--- config.mk ---
export PLATFORM = sky130hd
export DESIGN_NAME = dbus_arbiter
export DESIGN_NICKNAME = d
export VERILOG_FILES = /design/src/rtl/dbus_arbiter.sv
export SDC_FILE = /design/constraint.sdc
export NUM_CORES = 1
export LEC_CHECK = 0
export BUFFER_PORTS_ARGS = -buffer_cell sky130_fd_sc_hd__buf_2
export CORE_AREA = 8 8 127 129
export CTS_CLUSTER_DIAMETER = 150
export DETAILED_ROUTE_END_ITERATION = 6
export DIE_AREA = 0 0 135 137
export MAX_ROUTING_LAYER = met4
export PLACE_DENSITY = 0.6
export SETUP_SLACK_MARGIN = 0.1
export SLEW_MARGIN = 20
export SYNTH_ARGS = -nofsm -noshare
export SYNTH_HDL_FRONTEND = slang
export SYNTH_SLANG_ARGS = --single-unit
--- constraint.sdc ---
create_clock -name clk -period 1.9 [get_ports clk]
set_input_delay 0 -clock clk [delete_from_list [all_inputs] [get_ports clk]]
set_output_delay 0 -clock clk [all_outputs]
set_load 0.01 [all_outputs]
--- src/rtl/dbus_arbiter.sv ---
// rtl/dbus_arbiter.sv - two-master round-robin data bus arbiter with DMEM/TBMAN decode
module dbus_arbiter #(
    parameter logic [31:0] TBMAN_BASE = 32'h8000_0000,
    parameter logic [31:0] TBMAN_MASK = 32'hFFFF_0000,
    parameter logic [31:0] DMEM_BASE  = 32'h0000_0000,
    parameter logic [31:0] DMEM_MASK  = 32'hFFFF_C000
) (
    input  logic        clk,
    input  logic        n_rst,
    input  logic        m0_req,
    input  logic        m0_we,
    input  logic [31:0] m0_addr,
    input  logic [31:0] m0_wdata,
    input  logic [3:0]  m0_be,
    output logic        m0_gnt,
    output logic        m0_rvalid,
    output logic [31:0] m0_rdata,
    output logic        m0_err,
    input  logic        m1_req,
    input  logic        m1_we,
    input  logic [31:0] m1_addr,
    input  logic [31:0] m1_wdata,
    input  logic [3:0]  m1_be,
    output logic        m1_gnt,
    output logic        m1_rvalid,
    output logic [31:0] m1_rdata,
    output logic        m1_err,
    output logic        cs_dmem_n,
    output logic        cs_tbman_n,
    output logic        bus_we,
    output logic [31:0] bus_addr,
    output logic [31:0] bus_wdata,
    output logic [3:0]  bus_be,
    input  logic [31:0] read_data_dmem,
    input  logic [31:0] read_data_tbman
);

    localparam logic [1:0] SL_NONE  = 2'd0;
    localparam logic [1:0] SL_DMEM  = 2'd1;
    localparam logic [1:0] SL_TBMAN = 2'd2;

    logic        last_gnt;
    logic        rd_pend;
    logic        rd_master;
    logic [1:0]  rd_slave;

    logic        gnt0, gnt1, any_gnt, active;
    logic        sel_we;
    logic [31:0] sel_addr, sel_wdata;
    logic [3:0]  sel_be;
    logic        hit_dmem, hit_tbman;
    logic [1:0]  slave_sel;
    logic [31:0] ret_data;
    logic        ret_valid, ret_err;

    always_comb begin
        // Round-robin: on a tie the master that did not win last time is granted.
        gnt0    = m0_req && (!m1_req || last_gnt);
        gnt1    = m1_req && (!m0_req || !last_gnt);
        any_gnt = gnt0 || gnt1;
        active  = n_rst && any_gnt;

        sel_we    = gnt1 ? m1_we    : m0_we;
        sel_addr  = gnt1 ? m1_addr  : m0_addr;
        sel_wdata = gnt1 ? m1_wdata : m0_wdata;
        sel_be    = gnt1 ? m1_be    : m0_be;

        hit_dmem  = (sel_addr & DMEM_MASK) == DMEM_BASE;
        hit_tbman = !hit_dmem && ((sel_addr & TBMAN_MASK) == TBMAN_BASE);
        slave_sel = hit_dmem ? SL_DMEM : (hit_tbman ? SL_TBMAN : SL_NONE);

        m0_gnt     = n_rst && gnt0;
        m1_gnt     = n_rst && gnt1;
        cs_dmem_n  = !(active && hit_dmem);
        cs_tbman_n = !(active && hit_tbman);
        bus_we     = active && sel_we;
        bus_addr   = active ? sel_addr  : 32'h0;
        bus_wdata  = active ? sel_wdata : 32'h0;
        bus_be     = active ? sel_be    : 4'h0;

        // Return path follows the captured slave, not the current chip selects.
        ret_valid = n_rst && rd_pend;
        ret_err   = ret_valid && (rd_slave == SL_NONE);
        case (rd_slave)
            SL_DMEM:  ret_data = read_data_dmem;
            SL_TBMAN: ret_data = read_data_tbman;
            default:  ret_data = 32'h0;
        endcase

        m0_rvalid = ret_valid && !rd_master;
        m1_rvalid = ret_valid && rd_master;
        m0_err    = ret_err && !rd_master;
        m1_err    = ret_err && rd_master;
        m0_rdata  = m0_rvalid ? ret_data : 32'h0;
        m1_rdata  = m1_rvalid ? ret_data : 32'h0;
    end

    always_ff @(posedge clk) begin
        if (!n_rst) begin
            last_gnt  <= 1'b1;
            rd_pend   <= 1'b0;
            rd_master <= 1'b0;
            rd_slave  <= SL_NONE;
        end else begin
            // Reads and unmapped writes both produce a response next cycle.
            rd_pend <= any_gnt && (!sel_we || slave_sel == SL_NONE);
            if (any_gnt) begin
                last_gnt  <= gnt1;
                rd_master <= gnt1;
                rd_slave  <= slave_sel;
            end
        end
    end

endmodule

# Yosys cells after proc, flatten, opt, wreduce, memory -nomap -nowiden
# Index checks and enable logic that the tools add are counted.
[op_classes]
n_reduce_logical = 31
n_mux = 12
eq_ne = 3
[op_table]
columns = ["cell", "n"]
rows = [
  ["2-to-1 mux 32 bit", 6],
  ["one-hot mux 32 bit (2 select lines)", 1],
  ["logical NOT 32 bit", 1],
  ["equality test 16 bit (second input constant)", 1],
  ["logical AND 1 bit", 16],
  ["logical NOT 1 bit", 8],
  ["2-to-1 mux 4 bit", 2],
  ["logical NOT 2 bit", 2],
  ["logical OR 1 bit", 4],
  ["2-to-1 mux 2 bit", 2],
  ["equality test 2 x 1 -> 1 bit (second input constant)", 1],
  ["equality test 2 bit (second input constant)", 1],
  ["2-to-1 mux 1 bit", 1],
]
[word_totals]
output_inout_bits = 141
reg_bits = 5
input_bits = 206
elab_cells = 50

# Depth between registers and ports, before layout
# Gate-level depths: netlist (run 1).
[depth]
word_depth = 12
ltp_mapped = 6
mapped_depth_nobuf = 5

# Worst setup path before layout (run 1)
# OpenSTA, ideal clock, no wires.
[synth_timing]
path_kind = "flip-flop to output port"
from = "register rd_slave[0]"
to = "output m0_rdata[22]"
stages_incl_launch_ff = 7
t_required_ns = 1.900
t_arrival_ns = 1.285
path_slack_ns = 0.615
cell_sequence = "dfxtp_1 -> inv_1 -> ha_1 -> clkbuf_1 -> a22o_1 -> nand2_1 -> nor2_1"
[synth_between]
elab_chain_len = 3
word_cells_on_any_way = 4
[synth_lines]
columns = ["element", "line", "text"]
rows = [
  ["from (decl)", "45", "logic [1:0] rd_slave;"],
  ["from (signal assigned)", "110", "rd_slave <= slave_sel;"],
  ["equality test 2 bit / equality test 2 x 1 -> 1 bit (equally long branches)", "84", "case (rd_slave)"],
  ["one-hot mux 32 bit (2 select lines) *", "84", ""],
  ["2-to-1 mux 32 bit *", "94", "m0_rdata = m0_rvalid ? ret_data : 32'h0;"],
  ["to (decl)", "17", "output logic [31:0] m0_rdata,"],
]
# Mark *: on every way between the ends. The rest lies on a longest branch, timed or not.

# Worst setup path in the final report (run 1)
[layout_timing]
from = "register rd_slave[0]"
to = "output m0_rdata[27]"
# The elaborated chain is that of the path after synthesis.

==> metrics.cfg, run 1 <==
[cts]
root_buffer=clkbuf_16
hold_buffers=0
cts.reportedPaths.clkPinSlew_ns=0.03
cts_tree=done
post_cts_buffers=0
clockBufferDepth=2
clock_latency_ns=0.23
clock_sinks=5
post_cts_resized=0
cts_buffers=3
htree_levels=1

[routing]
wl_per_cell_um=16.1
wl_um=15300
drtPass1Iterations=4
avgViaCountPerCell=4.47
drcViolationCount=0
ant_nets=0
initialDrtViolationCount=205
via_count=4243

[setup_path]
critical_path.endpoint_type=output pin
critPathKind=reg2out
rrSetupSlack_ns=0.61
r2r-start=last_gnt
worstPathArrival_ns=1.66
worstPathMaxFanout=32
cpPeakStageDelay_ns=0.32
cp_cell_sequence=inv_1 -> ha_1 -> buf_6 -> a22o_1 -> nand2_1 -> nor2_1 -> buf_2
cp-start-kind=flip-flop
rr_worst_depth=4
cp_slowest_cell=dfxtp_1
crit_required_ns=1.90
r2r-end=rd_pend

[sta]
worst_pin_slew_ns=0.692
finalSetupTns_ns=0
finalCriticalPeriod_ns=1.66
relSlewSlack_pct=53.8
hold_viol=0
skew_ns=0.00169
rsz0062_at_grt=false
setup_viol=0
hold-worst-slack_ns=0.0780
drv_slew=0
fmax_ghz=0.602
fin_crit_sh_pct=87.4

[floorplan]
die_height_um=137
io_pins=347
die_x_um=135
die_area_sq_mm=0.0185
initial_utilization_pct=15.4
num_rows=44
core_sq_mm=0.0142

[pwr]
finalPower_w=0.00115
powerDensity_mw_per_mm2=274
ir_drop_mv=0.252
p_leak_nw=2.40

[job]
max_cap_violations=0

[logic_synthesis]
ys_types=30
synth_top_family_by_area=simple AND/OR/NAND/NOR gates
syn_area_per_cell_sq_um=4.97
yosys_warnings=0
synth_top_cell_by_area=nand2_1
syn_nets=650
netlist.area_leader.share_pct=29.3
ys_ff_latch=5
ys_seq_area_share_pct=4.57
synth_simple_gate_area_share_pct=52.3
synth_xor_area_share_pct=0
synth_mux_area_share_pct=0
synthAdderAreaFrac_pct=1.71
syn-cell-area_sq_mm=0.00219
syn_inst=441
synth_compound_area_share_pct=32.6
synth_area_leaders=nand2_1, a21oi_1, a22o_1, nor2_1, buf_2

[cells_and_area]
final_core_utilization_pct=29.6
multi_input_area_sq_mm=0.00192
syn_to_final_growth_pct=92.1
regArea_sq_um=100
num-fill-cells=1668
final_cells=949
num-nets-final=974
layout-drive-gt1-share_pct=48.7

[status]
run_status=completed

[placement]
dp_hpwl_um=13000
dp_cells=944
io_buffers=346
gp_congestion=0.887

[global_route]
grt_pass1_vias=4121
grt-ovfl-total=0
antenna_found_initial=1
grt_pass1_wl_um=21400
grt_usage_pct=14.7
grt_max_degree=41

[hold_path]
hold_end=last_gnt
hold_path.class=in2reg
hold_path_depth=2
min-delay-start=n_rst

[sequential cells by signal (all words and copies together), names as in the netlist]
name	count
last_gnt	1
rd_pend	1
rd_master	1
rd_slave	2
[Yosys cell counts, drive strengths merged]
cell type,n
nand2,171
nor2,72
a21oi,69
a22o,32
buf,20
clkbuf,20
and3,6
nand3,6
or4,6
dfxtp,5
inv,5
nor3,4
ha,3
nand2b,3
nor4,3
a21boi,2
a21o,2
o2111ai,2
o21ai,2
a21bo,1
a41oi,1
and2,1
nand4,1
nand4b,1
nor2b,1
o211ai,1
or2,1
[critical path, delay by kind of cell, from the launching register on]
family / cells / cell delay (ns)
buffers and inverters: 3 / 0.52
flip-flops: 1 / 0.32
AND/OR/NAND/NOR: 2 / 0.24
AO/OA/AOI/OAI: 1 / 0.18
adder cells (fa/ha/maj): 1 / 0.17
[through the flow]
stage | area, sq um | worst slack [ns]
floorplan | 2190 | 0.615
global route | 4210 | 0.118
CTS | 4200 | 0.153
detailed placement | 4120 | 0.392
finish | 4210 | 0.240
global placement | 4120 | 0.400
[power by group]
part	internal (W)	total, W	switching (W)
clock network	0.000278	0.000342	0.0000642
registers	0.000110	0.000115	0.00000428
logic	0.000316	0.000697	0.000381
[worst max-delay path by stage]
stage | startpoint | to | slack, ns | cells after the start
after floorplan | rd_slave[0] | m0_rdata[22] | 0.61 | 6
after global placement | rd_slave[0] | m0_rdata[27] | 0.40 | 7
after detailed placement | rd_slave[0] | m1_rdata[2] | 0.39 | 7
after CTS | rd_slave[0] | m1_rdata[2] | 0.15 | 7
after global routing | last_gnt | bus_addr[16] | 0.12 | 5
final | rd_slave[0] | m0_rdata[27] | 0.24 | 7
[cell families (layout without fill, tap and decap cells)]
kind of cell,Yosys count,in the layout
AND/OR/NAND/NOR,276,276
AO/OA/AOI/OAI,112,112
adder cells (fa/ha/maj),3,3
flip-flops,5,5
other,0,1
buffers and inverters,45,368
[layout by cell type, fill, tap and decap left out, types with 2 or more instances in the layout]
| cell type | instances |
|---|---|
| buf_6 | 2 |
| a22o_1 | 32 |
| a21oi_1 | 69 |
| and3_1 | 6 |
| nand2_1 | 171 |
| nor3_1 | 4 |
| nor4_1 | 3 |
| nor2_4 | 2 |
| nand2b_1 | 3 |
| nor2_1 | 70 |
| buf_12 | 2 |
| o2111ai_1 | 2 |
| ha_1 | 3 |
| nand3_1 | 6 |
| dfxtp_1 | 5 |
| inv_1 | 5 |
| clkbuf_16 | 3 |
| or4_4 | 4 |
| or4_1 | 2 |
| a21o_1 | 2 |
| buf_4 | 9 |
| buf_2 | 346 |
[routing by layer]
metal	routed length [um]	vias to the layer above	track usage, %
li1	-	2120	-
met1	6090	1855	16.4
met2	7580	254	26.7
met3	1460	14	3.63
met4	162	0	1.79
met5	0	-	-
[final cells by class]
type	instances	share of cell area [%]
Multi-Input combinational cell	391	45.5
Timing Repair Buffer	359	44.2
Tap cell	184	5.47
Sequential cell	5	2.38
Clock buffer	4	1.87
Inverter	5	0.446
Antenna cell	1	0.0595
Power figures use the tool's default switching activity.
==> inputs of run 2 (changes only) <==
--- a/config.mk
+++ b/config.mk
@@ -6,12 +6,15 @@
 export NUM_CORES = 1
 export LEC_CHECK = 0
 export BUFFER_PORTS_ARGS = -buffer_cell sky130_fd_sc_hd__buf_2
-export CORE_AREA = 8 8 127 129
+export CELL_PAD_IN_SITES_DETAIL_PLACEMENT = 1
+export CELL_PAD_IN_SITES_GLOBAL_PLACEMENT = 1
+export CORE_ASPECT_RATIO = 0.6
+export CORE_MARGIN = 8
+export CORE_UTILIZATION = 17
 export CTS_CLUSTER_DIAMETER = 150
 export DETAILED_ROUTE_END_ITERATION = 6
-export DIE_AREA = 0 0 135 137
 export MAX_ROUTING_LAYER = met4
-export PLACE_DENSITY = 0.6
+export PLACE_DENSITY = 0.95
 export SETUP_SLACK_MARGIN = 0.1
 export SLEW_MARGIN = 20
 export SYNTH_ARGS = -nofsm -noshare
==> metrics.cfg, run 2 (same netlist as run 1, synthesis figures left out) <==
[cts]
clock_latency_ns=0.22
hold_buffers=0
cts.reportedPaths.clkPinSlew_ns=0.03
cts_buffers=3
post_cts_buffers=0
cts_tree=done
htree_levels=1
clockBufferDepth=2
clock_sinks=5
root_buffer=clkbuf_16
post_cts_resized=0

[sta]
drv_slew=0
finalSetupTns_ns=0
setup_slack_ns=0.213
hold_viol=0
worst_pin_slew_ns=0.704
fmax_ghz=0.593
rsz0062_at_grt=false
finalCriticalPeriod_ns=1.69
relSlewSlack_pct=53.1
skew_ns=0.00209
setup_viol=0
fin_crit_sh_pct=88.8

[setup_path]
r2r-end=rd_slave[1]
r2r-start=last_gnt
rrSetupSlack_ns=0.43
worstPathArrival_ns=1.69
rr_worst_depth=5
critPathKind=reg2out
worstPathMaxFanout=32
critical_path.endpoint_type=output pin
crit_required_ns=1.90
cp-start-kind=flip-flop

[global_route]
grt_max_degree=74
grt_pass1_vias=4616
grt-ovfl-total=0
grt_usage_pct=18.0
grt_pass1_wl_um=24500
antenna_found_initial=1

[floorplan]
io_pins=347
num_rows=32
initial_utilization_pct=17.3
die_height_um=104
core_sq_mm=0.0127
die_x_um=163
die_area_sq_mm=0.0169

[pwr]
p_leak_nw=2.39
powerDensity_mw_per_mm2=277
ir_drop_mv=0.300

[placement]
dp_worst_setup_slack_ns=0.382
placed_area_sq_mm=0.00410
gp_congestion=0.898
io_buffers=346
dp_hpwl_um=13800

[routing]
drtPass1Iterations=4
wl_per_cell_um=17.3
drcViolationCount=0
avgViaCountPerCell=4.65
initialDrtViolationCount=210
wl_um=16100
ant_nets=0
via_count=4334

[cells_and_area]
mostFrequentLayoutCells=buf_2, nand2_1, nor2_1
syn_to_final_growth_pct=91.1
stdcell_area_sq_mm=0.00419
largest_register_ffs=2
layout-drive-gt1-share_pct=48.4
final_common_cell=buf_2
num-nets-final=970
largest_register=rd_slave

[hold_path]
hold_end=last_gnt
hold_path_depth=2
min-delay-start=n_rst
hold_path.class=in2reg

[job]
max_cap_violations=0

[status]
run_status=completed

[run 2: cell types whose count changed in the layout (fill, tap and decap cells not counted), sizes merged]
cell | before | now
buf | 359 | 355
diode | 1 | 2
[run 2: stage by stage]
| step | total power [W] | hold slack, ns | utilization (%) | std cells |
|---|---|---|---|---|
| after CTS | 0.00118 | 0.0810 | 32.9 | 930 |
| after detailed placement | 0.000826 | 0.322 | 32.3 | 926 |
| after global routing | 0.00125 | 0.113 | 33.0 | 931 |
| after floorplan | 0.000417 | 0.122 | - | 441 |
| final | 0.00116 | 0.0752 | 33.0 | 932 |
| after global placement | 0.000806 | 0.315 | 32.3 | 926 |
[run 2: routing by layer]
layer | vias up | share of wire (%) | GRT usage, % | wire length, um
met4 | 0 | 0.88 | 2.48 | 142
li1 | 2113 | - | - | -
met3 | 12 | 6.8 | 3.68 | 1090
met5 | - | 0 | - | 0
met1 | 2042 | 40 | 19.7 | 6520
met2 | 167 | 52 | 33.7 | 8350
[run 2: report_power, final]
group / leakage, nW / switching [W] / total [W] / internal (W)
combinational: 2.31 / 0.000387 / 0.000702 / 0.000315
sequential: 0.0412 / 0.00000436 / 0.000115 / 0.000110
clock: 0.0382 / 0.0000638 / 0.000341 / 0.000278
[run 2: how the worst max path moves through the flow]
stage                     start           end  slack, ns  cells after the start
floorplan           rd_slave[0]  m0_rdata[22]       0.61                      6
global placement       last_gnt   rd_slave[1]       0.41                      5
detailed placement  rd_slave[0]  m0_rdata[15]       0.38                      7
CTS                 rd_slave[0]  m0_rdata[15]       0.14                      7
global route        rd_slave[1]  m0_rdata[15]       0.10                      7
finish              rd_slave[0]  m0_rdata[15]       0.21                      7
[run 2: critical path: stages, from the launching register on]
cell     delay (ns)
dfxtp_1        0.31
inv_1          0.09
ha_1           0.17
buf_6          0.25
a22o_1         0.23
nand2_1        0.09
nor2_1         0.16
buf_2          0.16
[run 2: final cells by class]
cell class / count / area (sq um)
diodes: 2 / 5.00
clock buffers: 4 / 78.8
fillers: 1804 / 8500
inverters: 5 / 18.8
multi-input cells: 391 / 1920
flip-flops and latches: 5 / 100
well taps: 170 / 213
repair buffers: 355 / 1860
==> inputs of run 3 (changes only) <==
--- a/config.mk
+++ b/config.mk
@@ -6,7 +6,7 @@
 export NUM_CORES = 1
 export LEC_CHECK = 0
 export BUFFER_PORTS_ARGS = -buffer_cell sky130_fd_sc_hd__buf_2
-export CELL_PAD_IN_SITES_DETAIL_PLACEMENT = 1
+export CELL_PAD_IN_SITES_DETAIL_PLACEMENT = 0
 export CELL_PAD_IN_SITES_GLOBAL_PLACEMENT = 1
 export CORE_ASPECT_RATIO = 0.6
 export CORE_MARGIN = 8
==> metrics.cfg, run 3 (same netlist as run 1, synthesis figures left out) <==
[status]
run_status=completed

[setup_path]
cp-start-kind=flip-flop
worst-path-buf-inv=3
rr_worst_depth=5
worstPathMaxFanout=32
critical_path.startpoint=rd_slave[0]
r2r-start=last_gnt
cp.depth=7
critical_path.endpoint_type=output pin
crit_end=m0_rdata[17]
critPathKind=reg2out
crit_required_ns=1.90
worstPathArrival_ns=1.71
path_delay_family=buffers and inverters
cp_cell_sequence=inv_1 -> ha_1 -> buf_4 -> a22o_1 -> nand2_1 -> nor2_1 -> buf_2
r2r-end=rd_slave[1]
rrSetupSlack_ns=0.42
cp_slowest_cell=buf_4
cpPeakStageDelay_ns=0.32

[cells_and_area]
final_common_cell=buf_2
stdcell_area_sq_mm=0.00418
largest_register=rd_slave
largest_register_ffs=2
mostFrequentLayoutCells=buf_2, nand2_1, nor2_1
layout-drive-gt1-share_pct=48.4
num-nets-final=970
num-fill-cells=1431
syn_to_final_growth_pct=91.0

[routing]
wl_um=14300
wirelength_met1_um=5770
initialDrtViolationCount=306
top_layer_used=met4
wl_per_cell_um=15.4
ant_nets=0
drtPass1Iterations=4
wl_met2_um=7170
drcViolationCount=0
avgViaCountPerCell=4.47
via_count=4169
dr_wl_met3_um=1280

[global_route]
grt-ovfl-total=0
grt_pass1_vias=4151
grt_usage_pct=15.8
grt_max_degree=74
antenna_found_initial=2
grt_pass1_wl_um=21700

[sta]
worst_pin_slew_ns=0.690
rsz0062_at_grt=false
finalSetupTns_ns=0
relSlewSlack_pct=54.0
skew_ns=0.00250
drv_slew=0
finalCriticalPeriod_ns=1.71
fin_crit_sh_pct=90.2
hold_viol=0
fmax_ghz=0.584
setup_viol=0

[placement]
dp_hpwl_um=12000
gp_congestion=0.898
io_buffers=346
placed_area_sq_mm=0.00410

[cts]
htree_levels=1
cts.reportedPaths.clkPinSlew_ns=0.04
cts_buffers=3
root_buffer=clkbuf_16
clock_latency_ns=0.23
clock_sinks=5
clockBufferDepth=2
hold_buffers=0
cts_tree=done

[pwr]
p_int_w=0.000703
p_clk_share_pct=30.5
ir_drop_mv=0.235
p_sw_share_pct=39.0
p_leak_nw=2.39
netSwitchingPower_w=0.000449
powerDensity_mw_per_mm2=275
power_frac_comb_pct=59.6
seqPwrFrac_pct=10.0

[floorplan]
initial_utilization_pct=17.3
io_pins=347
num_rows=32
die_height_um=104
die_area_sq_mm=0.0169
die_x_um=163
core_sq_mm=0.0127

[job]
max_cap_violations=0

[hold_path]
hold_path.class=in2reg

run 3: final cells by class:
class	instances	area [sq um]	area share [%]
Tap cell	170	213	5.08
Antenna cell	2	5.00	0.120
Inverter	5	18.8	0.449
Clock buffer	4	78.8	1.88
Timing Repair Buffer	355	1850	44.3
Multi-Input combinational cell	391	1920	45.8
Sequential cell	5	100	2.39
run 3: what timing repair did:
| item | in CTS | in global routing |
|---|---|---|
| endpoints found under the hold margin | 0 | 0 |
| buffers inserted | 0 | 0 |
| endpoints found under the setup margin | 0 | 1 |
| resized for setup | 0 | 1 |
run 3: per-stage QoR:
stage | std cells | total power [W] | setup slack [ns] | utilization, % | hold WS [ns]
6_report | 932 | 0.00115 | 0.187 | 33.0 | 0.0723
5_1_grt | 932 | 0.00124 | 0.102 | 33.0 | 0.102
4_1_cts | 930 | 0.00117 | 0.202 | 32.9 | 0.0729
3_5_place_dp | 926 | 0.000809 | 0.396 | 32.3 | 0.316
3_3_place_gp | 926 | 0.000806 | 0.406 | 32.3 | 0.315
2_1_floorplan | 441 | 0.000417 | 0.615 | - | 0.122
run 3: power groups by stage:
stage	sequential, W	clock, W	combinational, W
global placement	0.000116	0	0.000690
global route	0.000115	0.000368	0.000761
detailed placement	0.000116	0	0.000692
finish	0.000115	0.000351	0.000686
floorplan	0.000114	0	0.000303
CTS	0.000115	0.000358	0.000696
run 3: layer usage:
layer,GRT usage (%),vias up
met3,2.96,10
met5,-,-
li1,-,2116
met2,28.3,200
met4,2.22,0
met1,18.2,1843
run 3: worst min path at each step:
| stage | from | end | slack [ns] | depth (start not counted) |
|---|---|---|---|---|
| floorplan | m1_addr[0] | bus_addr[0] | 0.12 | 2 |
| global placement | m1_wdata[19] | bus_wdata[19] | 0.31 | 4 |
| detailed placement | n_rst | last_gnt | 0.32 | 2 |
| CTS | n_rst | last_gnt | 0.07 | 2 |
| global route | n_rst | last_gnt | 0.10 | 2 |
| finish | n_rst | last_gnt | 0.07 | 2 |
